File: config.mk
export PLATFORM = sky130hd
export DESIGN_NAME = droop_detector_flat
export DESIGN_NICKNAME = d
export VERILOG_FILES = /design/src/rtl/droop_pkg.sv /design/src/rtl/droop_if.sv /design/src/rtl/droop_detector_consec.sv /design/src/rtl/droop_detector.sv /design/src/flat_wrapper.sv
export SDC_FILE = /design/constraint.sdc
export NUM_CORES = 1
export LEC_CHECK = 0
export CAP_MARGIN = 10
export CORE_ASPECT_RATIO = 0.6
export CORE_UTILIZATION = 40
export DETAILED_ROUTE_END_ITERATION = 10
export PLACE_DENSITY = 0.74
export SYNTH_ARGS = -nofsm -noshare
export SYNTH_HDL_FRONTEND = slang
export SYNTH_SLANG_ARGS = --single-unit
File: constraint.sdc
create_clock -name refclk -period 3 [get_ports refclk]
set_clock_uncertainty 0.15 [all_clocks]
set_input_delay 0.9 -clock refclk [delete_from_list [all_inputs] [get_ports refclk]]
set_output_delay 0.9 -clock refclk [all_outputs]
set_load 0.01 [all_outputs]
File: src/rtl/droop_pkg.sv
// Shared types and helpers for both ends of the brake interface.
package droop_pkg;

    typedef enum logic [1:0] {
        DISARMED = 2'd0,
        ARMED    = 2'd1,
        TRIP     = 2'd2,
        COOLDOWN = 2'd3
    } droop_det_state_t;

    // Brake state as seen by the PLL droop manager.
    typedef enum logic [1:0] {
        BRAKES_OFF     = 2'd0,
        BRAKES_ON      = 2'd1,
        BRAKES_RELEASE = 2'd2
    } brake_state_t;

    localparam int unsigned DEF_VMON_W           = 10;
    localparam int unsigned DEF_DEBOUNCE         = 2;
    localparam int unsigned DEF_RELEASE_CYCLES   = 4;
    localparam int unsigned DEF_MIN_BRAKE_CYCLES = 16;
    localparam int unsigned DEF_LOCKOUT_CYCLES   = 64;
    localparam int unsigned DEF_CNT_W            = 16;

    // Increment that sticks at the all-ones value of a w-bit field (w <= 32).
    function automatic logic [31:0] sat_inc(input logic [31:0] v, input int unsigned w);
        logic [31:0] max_v;
        max_v = (w >= 32) ? '1 : ((32'd1 << w) - 32'd1);
        return (v >= max_v) ? v : v + 32'd1;
    endfunction

endpackage

File: src/rtl/droop_if.sv
// Monitor inputs, brake handshake and telemetry between the detector and its consumers.
interface droop_if
    import droop_pkg::*;
#(
    parameter int unsigned VMON_W = DEF_VMON_W,
    parameter int unsigned CNT_W  = DEF_CNT_W
);
    logic                   enable;
    logic [VMON_W-1:0]      vmon_code;
    logic                   vmon_valid;
    logic [VMON_W-1:0]      thr_assert;
    logic [VMON_W-1:0]      thr_release;
    logic                   mgr_idle;
    logic                   brake;
    droop_det_state_t       det_state;
    logic [CNT_W-1:0]       event_count;
    logic [CNT_W-1:0]       retrig_count;
    logic [VMON_W-1:0]      min_code;

    modport master (
        input  enable, vmon_code, vmon_valid, thr_assert, thr_release, mgr_idle,
        output brake, det_state, event_count, retrig_count, min_code
    );

    modport slave (
        output enable, vmon_code, vmon_valid, thr_assert, thr_release, mgr_idle,
        input  brake, det_state, event_count, retrig_count, min_code
    );

endinterface

File: src/rtl/droop_detector_consec.sv
// Consecutive-sample counter: invalid cycles hold, a failing valid sample clears.
module consec_counter #(
    parameter int unsigned TARGET = 2
) (
    input  logic refclk,
    input  logic resetn,
    input  logic clr_i,
    input  logic valid_i,
    input  logic hit_i,
    output logic reached_o
);
    localparam int unsigned W = $clog2(TARGET + 1);

    logic [W-1:0] cnt_q, cnt_d;

    always_comb begin
        cnt_d = cnt_q;
        if (clr_i) begin
            cnt_d = '0;
        end else if (valid_i) begin
            if (!hit_i)
                cnt_d = '0;
            else if (cnt_q < W'(TARGET))
                cnt_d = cnt_q + 1'b1;
        end
    end

    // Reached includes the sample presented this cycle.
    assign reached_o = (cnt_d == W'(TARGET));

    always_ff @(posedge refclk or negedge resetn) begin
        if (!resetn) cnt_q <= '0;
        else         cnt_q <= cnt_d;
    end

endmodule

File: src/rtl/droop_detector.sv
// Supply-droop detector: debounced trip, hysteretic hold, manager-gated re-arm.
module droop_detector
    import droop_pkg::*;
#(
    parameter int unsigned VMON_W           = DEF_VMON_W,
    parameter int unsigned DEBOUNCE         = DEF_DEBOUNCE,
    parameter int unsigned RELEASE_CYCLES   = DEF_RELEASE_CYCLES,
    parameter int unsigned MIN_BRAKE_CYCLES = DEF_MIN_BRAKE_CYCLES,
    parameter int unsigned LOCKOUT_CYCLES   = DEF_LOCKOUT_CYCLES,
    parameter int unsigned CNT_W            = DEF_CNT_W
) (
    input  logic     refclk,
    input  logic     resetn,
    droop_if.master  bus
);
    localparam int unsigned HOLD_W = $clog2(MIN_BRAKE_CYCLES + 1);
    localparam int unsigned LOCK_W = $clog2(LOCKOUT_CYCLES + 1);

    droop_det_state_t    state_q, state_d;
    logic                brake_q, brake_d;
    logic [HOLD_W-1:0]   hold_q, hold_d;
    logic [LOCK_W-1:0]   lock_q, lock_d;
    logic [CNT_W-1:0]    event_q, event_d;
    logic [CNT_W-1:0]    retrig_q, retrig_d;
    logic [VMON_W-1:0]   min_q, min_d;

    logic [VMON_W-1:0]   thr_rel_eff;
    logic                below, above;
    logic                ast_reached, rel_reached;

    // Release never sits below assert, so a bad config cannot chatter.
    assign thr_rel_eff = (bus.thr_release > bus.thr_assert) ? bus.thr_release : bus.thr_assert;
    assign below = bus.vmon_valid && (bus.vmon_code < bus.thr_assert);
    assign above = bus.vmon_valid && (bus.vmon_code >= thr_rel_eff);

    consec_counter #(.TARGET(DEBOUNCE)) u_assert_cnt (
        .refclk    (refclk),
        .resetn    (resetn),
        .clr_i     ((state_q == DISARMED) || (state_q == TRIP)),
        .valid_i   (bus.vmon_valid),
        .hit_i     (below),
        .reached_o (ast_reached)
    );

    consec_counter #(.TARGET(RELEASE_CYCLES)) u_release_cnt (
        .refclk    (refclk),
        .resetn    (resetn),
        .clr_i     (state_q != TRIP),
        .valid_i   (bus.vmon_valid),
        .hit_i     (above),
        .reached_o (rel_reached)
    );

    always_ff @(posedge refclk or negedge resetn) begin
        if (!resetn) state_q <= DISARMED;
        else         state_q <= state_d;
    end

    always_comb begin
        state_d = state_q;
        if (!bus.enable) begin
            state_d = DISARMED;
        end else begin
            unique case (state_q)
                DISARMED: state_d = ARMED;
                ARMED:    if (ast_reached) state_d = TRIP;
                TRIP:     if (hold_q == '0 && rel_reached) state_d = COOLDOWN;
                COOLDOWN: begin
                    if (ast_reached)                         state_d = TRIP;
                    else if (lock_q == '0 && bus.mgr_idle)   state_d = ARMED;
                end
                default:  state_d = DISARMED;
            endcase
        end
    end

    always_comb begin
        brake_d  = (state_d == TRIP);
        hold_d   = hold_q;
        lock_d   = lock_q;
        event_d  = event_q;
        retrig_d = retrig_q;
        min_d    = min_q;

        // Timers preload while outside their state so entry sees the full count.
        if (state_q != TRIP)      hold_d = HOLD_W'(MIN_BRAKE_CYCLES - 1);
        else if (hold_q != '0)    hold_d = hold_q - 1'b1;
        if (state_q != COOLDOWN)  lock_d = LOCK_W'(LOCKOUT_CYCLES - 1);
        else if (lock_q != '0)    lock_d = lock_q - 1'b1;

        if (state_q == ARMED && state_d == TRIP)
            event_d = CNT_W'(sat_inc(32'(event_q), CNT_W));
        if (state_q == COOLDOWN && state_d == TRIP)
            retrig_d = CNT_W'(sat_inc(32'(retrig_q), CNT_W));

        if (state_q != TRIP && state_d == TRIP)
            min_d = bus.vmon_code;
        else if (state_q == TRIP && bus.vmon_valid && bus.vmon_code < min_q)
            min_d = bus.vmon_code;
    end

    always_ff @(posedge refclk or negedge resetn) begin
        if (!resetn) begin
            brake_q  <= 1'b0;
            hold_q   <= '0;
            lock_q   <= '0;
            event_q  <= '0;
            retrig_q <= '0;
            min_q    <= '1;
        end else begin
            brake_q  <= brake_d;
            hold_q   <= hold_d;
            lock_q   <= lock_d;
            event_q  <= event_d;
            retrig_q <= retrig_d;
            min_q    <= min_d;
        end
    end

    assign bus.brake        = brake_q;
    assign bus.det_state    = state_q;
    assign bus.event_count  = event_q;
    assign bus.retrig_count = retrig_q;
    assign bus.min_code     = min_q;

endmodule
File: src/flat_wrapper.sv
// flat-port wrapper written by rule: the top's interface ports become plain ports
module droop_detector_flat import droop_pkg::*;
#(
    parameter int unsigned VMON_W           = DEF_VMON_W,
    parameter int unsigned DEBOUNCE         = DEF_DEBOUNCE,
    parameter int unsigned RELEASE_CYCLES   = DEF_RELEASE_CYCLES,
    parameter int unsigned MIN_BRAKE_CYCLES = DEF_MIN_BRAKE_CYCLES,
    parameter int unsigned LOCKOUT_CYCLES   = DEF_LOCKOUT_CYCLES,
    parameter int unsigned CNT_W            = DEF_CNT_W
)
  (refclk, resetn, bus_enable, bus_vmon_code, bus_vmon_valid, bus_thr_assert, bus_thr_release, bus_mgr_idle, bus_brake, bus_det_state, bus_event_count, bus_retrig_count, bus_min_code);
  droop_if #(.VMON_W(VMON_W), .CNT_W(CNT_W)) bus_i ();
  input  logic refclk;
  input  logic resetn;
  input wire logic [$bits(bus_i.enable)-1:0] bus_enable;
  input wire logic [$bits(bus_i.vmon_code)-1:0] bus_vmon_code;
  input wire logic [$bits(bus_i.vmon_valid)-1:0] bus_vmon_valid;
  input wire logic [$bits(bus_i.thr_assert)-1:0] bus_thr_assert;
  input wire logic [$bits(bus_i.thr_release)-1:0] bus_thr_release;
  input wire logic [$bits(bus_i.mgr_idle)-1:0] bus_mgr_idle;
  output wire logic [$bits(bus_i.brake)-1:0] bus_brake;
  output wire logic [$bits(bus_i.det_state)-1:0] bus_det_state;
  output wire logic [$bits(bus_i.event_count)-1:0] bus_event_count;
  output wire logic [$bits(bus_i.retrig_count)-1:0] bus_retrig_count;
  output wire logic [$bits(bus_i.min_code)-1:0] bus_min_code;
  assign bus_i.enable = bus_enable;
  assign bus_i.vmon_code = bus_vmon_code;
  assign bus_i.vmon_valid = bus_vmon_valid;
  assign bus_i.thr_assert = bus_thr_assert;
  assign bus_i.thr_release = bus_thr_release;
  assign bus_i.mgr_idle = bus_mgr_idle;
  assign bus_brake = bus_i.brake;
  assign bus_det_state = bus_i.det_state;
  assign bus_event_count = bus_i.event_count;
  assign bus_retrig_count = bus_i.retrig_count;
  assign bus_min_code = bus_i.min_code;
  droop_detector #(.VMON_W(VMON_W), .DEBOUNCE(DEBOUNCE), .RELEASE_CYCLES(RELEASE_CYCLES), .MIN_BRAKE_CYCLES(MIN_BRAKE_CYCLES), .LOCKOUT_CYCLES(LOCKOUT_CYCLES), .CNT_W(CNT_W)) u_core (.refclk(refclk), .resetn(resetn), .bus(bus_i));
endmodule
==> flow_summary.toml <==
[critical_path]
worst_path_max_delay_cell = "or4_1"
regToRegSetupSlack_ps = 520
crit_path_start_kind = "primary input"
max_stage_delay_ps = 510
r2r_cells = 9
timing.rr.end = "u_core.bus.min_code[8]"
cp.required_ps = 3120
cp.buffers_inverters = 1
cp-end-kind = "flop"
r2r-start = "u_core.bus.min_code[4]"
path_cells = "dlygate4sd2_1, ha_4, nor2b_1, o21a_1, o21ai_2, a21oi_2, o21ai_4, mux2i_1, ha_1, a21o_1, a21oi_2, nor2b_1, or4_1, o21ai_2, o32a_1, and2_4"
crit_type = "in2reg"
arrival_ps = 4040
crit_fanout = 4
cp_top_family = "compound AO/OA/AOI/OAI gates"

[yosys]
yosysSeqAreaShare_pct = 39.5
synthFlopType = "dfrtp_1"
ys_seq_elements = 62
avgSynthCellArea_sq_um = 10.1
synth_edf_count = 0
synth-async-reset-ratio_pct = 100
synth_cell_type_count = 53
syn-num-nets = 472
synthesis.area_sq_um = 3960
yosys_warnings = 0
netlist_instances = 392

[place]
io_buffers = 79
gp_congestion = 0.832
pre_cts_ws_ps = -1730
dp.cells = 645
place_area_sq_um = 5370
dp_hpwl_microns = 7880

[pwr]
p_seq_share_pct = 34.1
powerDensity_nw_per_um2 = 504
p_sw_share_pct = 27.5
share_comb_of_total_power_pct = 29.6
internal-power_mw = 2.26
p_total_mw = 3.12
ir_drop_mv = 0.269
clockPowerShare_pct = 36.3
p_leak_nw = 2.86
power.switching_mw = 0.858

[floorplanning]
start_util_pct = 42.2
die-width_microns = 130
dieHeight_microns = 79.1
placementRows = 27
dieArea_sq_um = 10300
fp.coreArea_sq_um = 9390
io_pins = 80

[clocking]
cts_made_buffers = 9
htreeDepth = 3
clk_pin_slew_ps = 50
clock-sinks = 62
cts.path.max_buffers = 2
clk_latency_ps = 330
cts-root-buf = "clkbuf_16"
cts_hold_buf = 0
cts_tree = "built"

[route]
wl_microns = 10800
drtPass1Iterations = 4
drt-vias-per-instance = 5.15
drc_errors = 0
wl_per_cell_microns = 16.1
vias = 3450
drtIter0Drc = 145
ant_nets = 0

[timing]
setup_viol = 8
finalCriticalPeriod_ps = 3920
worst_slew_pin_slew_ps = 609
worst_slack_ps = -925
slew_headroom_pct = 59.3
period_share_pct = 131
tns_ps = -4350
hold_viol = 0
drv_slew = 0
rsz0062_at_grt = "true"
hold-worst-slack_ps = 350
max_freq_mhz = 255

[grt]
grt_max_degree = 54
antenna_found_initial = 0
overflow = 0
grt_usage_pct = 22.7
grt_pass1_wl_microns = 17800
grt_pass1_vias = 3607

[layout]
final_area_sq_um = 6180
diodes = 0
fin_nets = 615
fin_cells = 670
drive_above_1_share_pct = 33.9
fill_cells = 738
fin_util_pct = 65.8
synthToLayoutAreaGrowth_pct = 56.0

[hold_path]
min-delay-start = "u_core.bus.event_count[9]"
holdPathStages = 1
min_to = "u_core.bus.event_count[9]"
hold_class = "reg2reg"

[flow_run]
cap_viol_max_count = 0

[outcome]
violations = "negative setup slack"
status = "complete, but fails checks"
## repair_timing
item | CTS | global route
setup endpoints to repair | 48 | 39
resized for setup | 96 | 63
cloned | 1 | 0
pin swaps | 27 | 36
endpoints found under the hold margin | 0 | 0
buffers inserted | 11 | 12
## sequential cells by signal, indices dropped and copies added (netlist names), 2 cells and up
name	flops
u_core.bus.det_state	2
u_core.bus.event_count	16
u_core.bus.min_code	10
u_core.bus.retrig_count	16
u_core.hold_q	5
u_core.lock_q	7
u_core.u_assert_cnt.cnt_q	2
u_core.u_release_cnt.cnt_q	3
## worst max path at each step
| stage | depth (start not counted) | to | slack, ps | startpoint |
|---|---|---|---|---|
| after floorplan | 15 | u_core.bus.brake | -940 | bus_thr_assert[8] |
| after global placement | 19 | u_core.bus.brake | -1650 | bus_thr_assert[8] |
| after detailed placement | 17 | u_core.bus.brake | -1730 | bus_thr_assert[8] |
| after CTS | 17 | u_core.bus.brake | -990 | bus_thr_assert[8] |
| after global routing | 17 | u_core.bus.brake | -1040 | bus_thr_release[0] |
| final | 16 | u_core.bus.brake | -920 | bus_thr_release[1] |
## per-layer routing
| layer | part of all wire (%) | track usage (%) | vias to the layer above |
|---|---|---|---|
| met2 | 44 | 33.7 | 102 |
| met5 | 0 | 0 | - |
| met4 | 2.1 | 8.16 | 0 |
| met1 | 48 | 32.0 | 1651 |
| li1 | - | - | 1673 |
| met3 | 5.9 | 5.26 | 24 |
## cells in the mapped netlist (all sizes together) (4+ instances only)
| cell | number | share of area, % |
|---|---|---|
| a21oi | 11 | 1.4 |
| nor2b | 6 | 0.95 |
| xnor2 | 18 | 4.0 |
| nor3 | 17 | 2.1 |
| and4 | 4 | 0.88 |
| o21a | 4 | 0.76 |
| o21ai | 14 | 1.9 |
| dfrtp | 52 | 33 |
| buf | 4 | 0.54 |
| nand2 | 31 | 2.9 |
| nand3 | 19 | 2.4 |
| nand4 | 10 | 1.6 |
| inv | 31 | 2.9 |
| nor2 | 20 | 1.9 |
| and3 | 9 | 1.5 |
| mux2 | 14 | 4.9 |
| nand2b | 5 | 0.79 |
| ha | 45 | 14 |
| mux2i | 12 | 3.0 |
| dfstp | 10 | 6.6 |
| xor2 | 17 | 3.8 |
| and2 | 4 | 0.63 |
| a21o | 5 | 0.95 |
## area by class of cell
| class | count | area [sq um] | area share, % |
|---|---|---|---|
| clock buffers | 11 | 243 | 3.93 |
| clock inverters | 5 | 82.6 | 1.34 |
| inverters | 31 | 134 | 2.17 |
| multi-input cells | 292 | 2700 | 43.7 |
| flip-flops and latches | 62 | 1560 | 25.3 |
| well taps | 130 | 163 | 2.63 |
| repair buffers | 139 | 1300 | 21.0 |
## logic make-up (layout without fill, tap and decap cells)
logic type	after synthesis	after routing	synth area share [%]
buffers and inverters	38	186	3.76
flip-flops	62	62	39.5
AO/OA/AOI/OAI	50	50	8.81
multiplexers	26	26	7.96
adder cells (fa/ha/maj)	45	45	14.2
XOR/XNOR	35	35	7.74
AND/OR/NAND/NOR	136	136	18.1
## cells in the final DEF, fill, tap and decap left out, types with 6 or more instances in the layout
master	netlist	layout
dfrtp_1	52	52
clkdlybuf4s50_1	0	51
buf_4	1	51
ha_1	45	31
nand2_1	31	30
inv_1	30	20
xnor2_1	18	18
xor2_1	17	17
nor2_1	20	15
nand3_1	19	15
ha_4	0	13
mux2i_1	12	12
mux2_4	10	11
nand4_1	10	10
nor3_1	17	10
buf_6	0	10
dfstp_2	10	10
clkbuf_16	0	9
inv_2	1	8
and3_1	8	7
nor2b_1	6	6
o21ai_0	8	6
## power by group through the flow
stage / clock network, mW / logic (mW) / registers [mW]
floorplan: 0 / 0.374 / 1.10
global placement: 0 / 0.779 / 1.07
detailed placement: 0 / 0.812 / 1.08
CTS: 1.15 / 0.877 / 1.07
global route: 1.19 / 1.01 / 1.08
finish: 1.13 / 0.922 / 1.06
(Power assumes the default switching activity.)
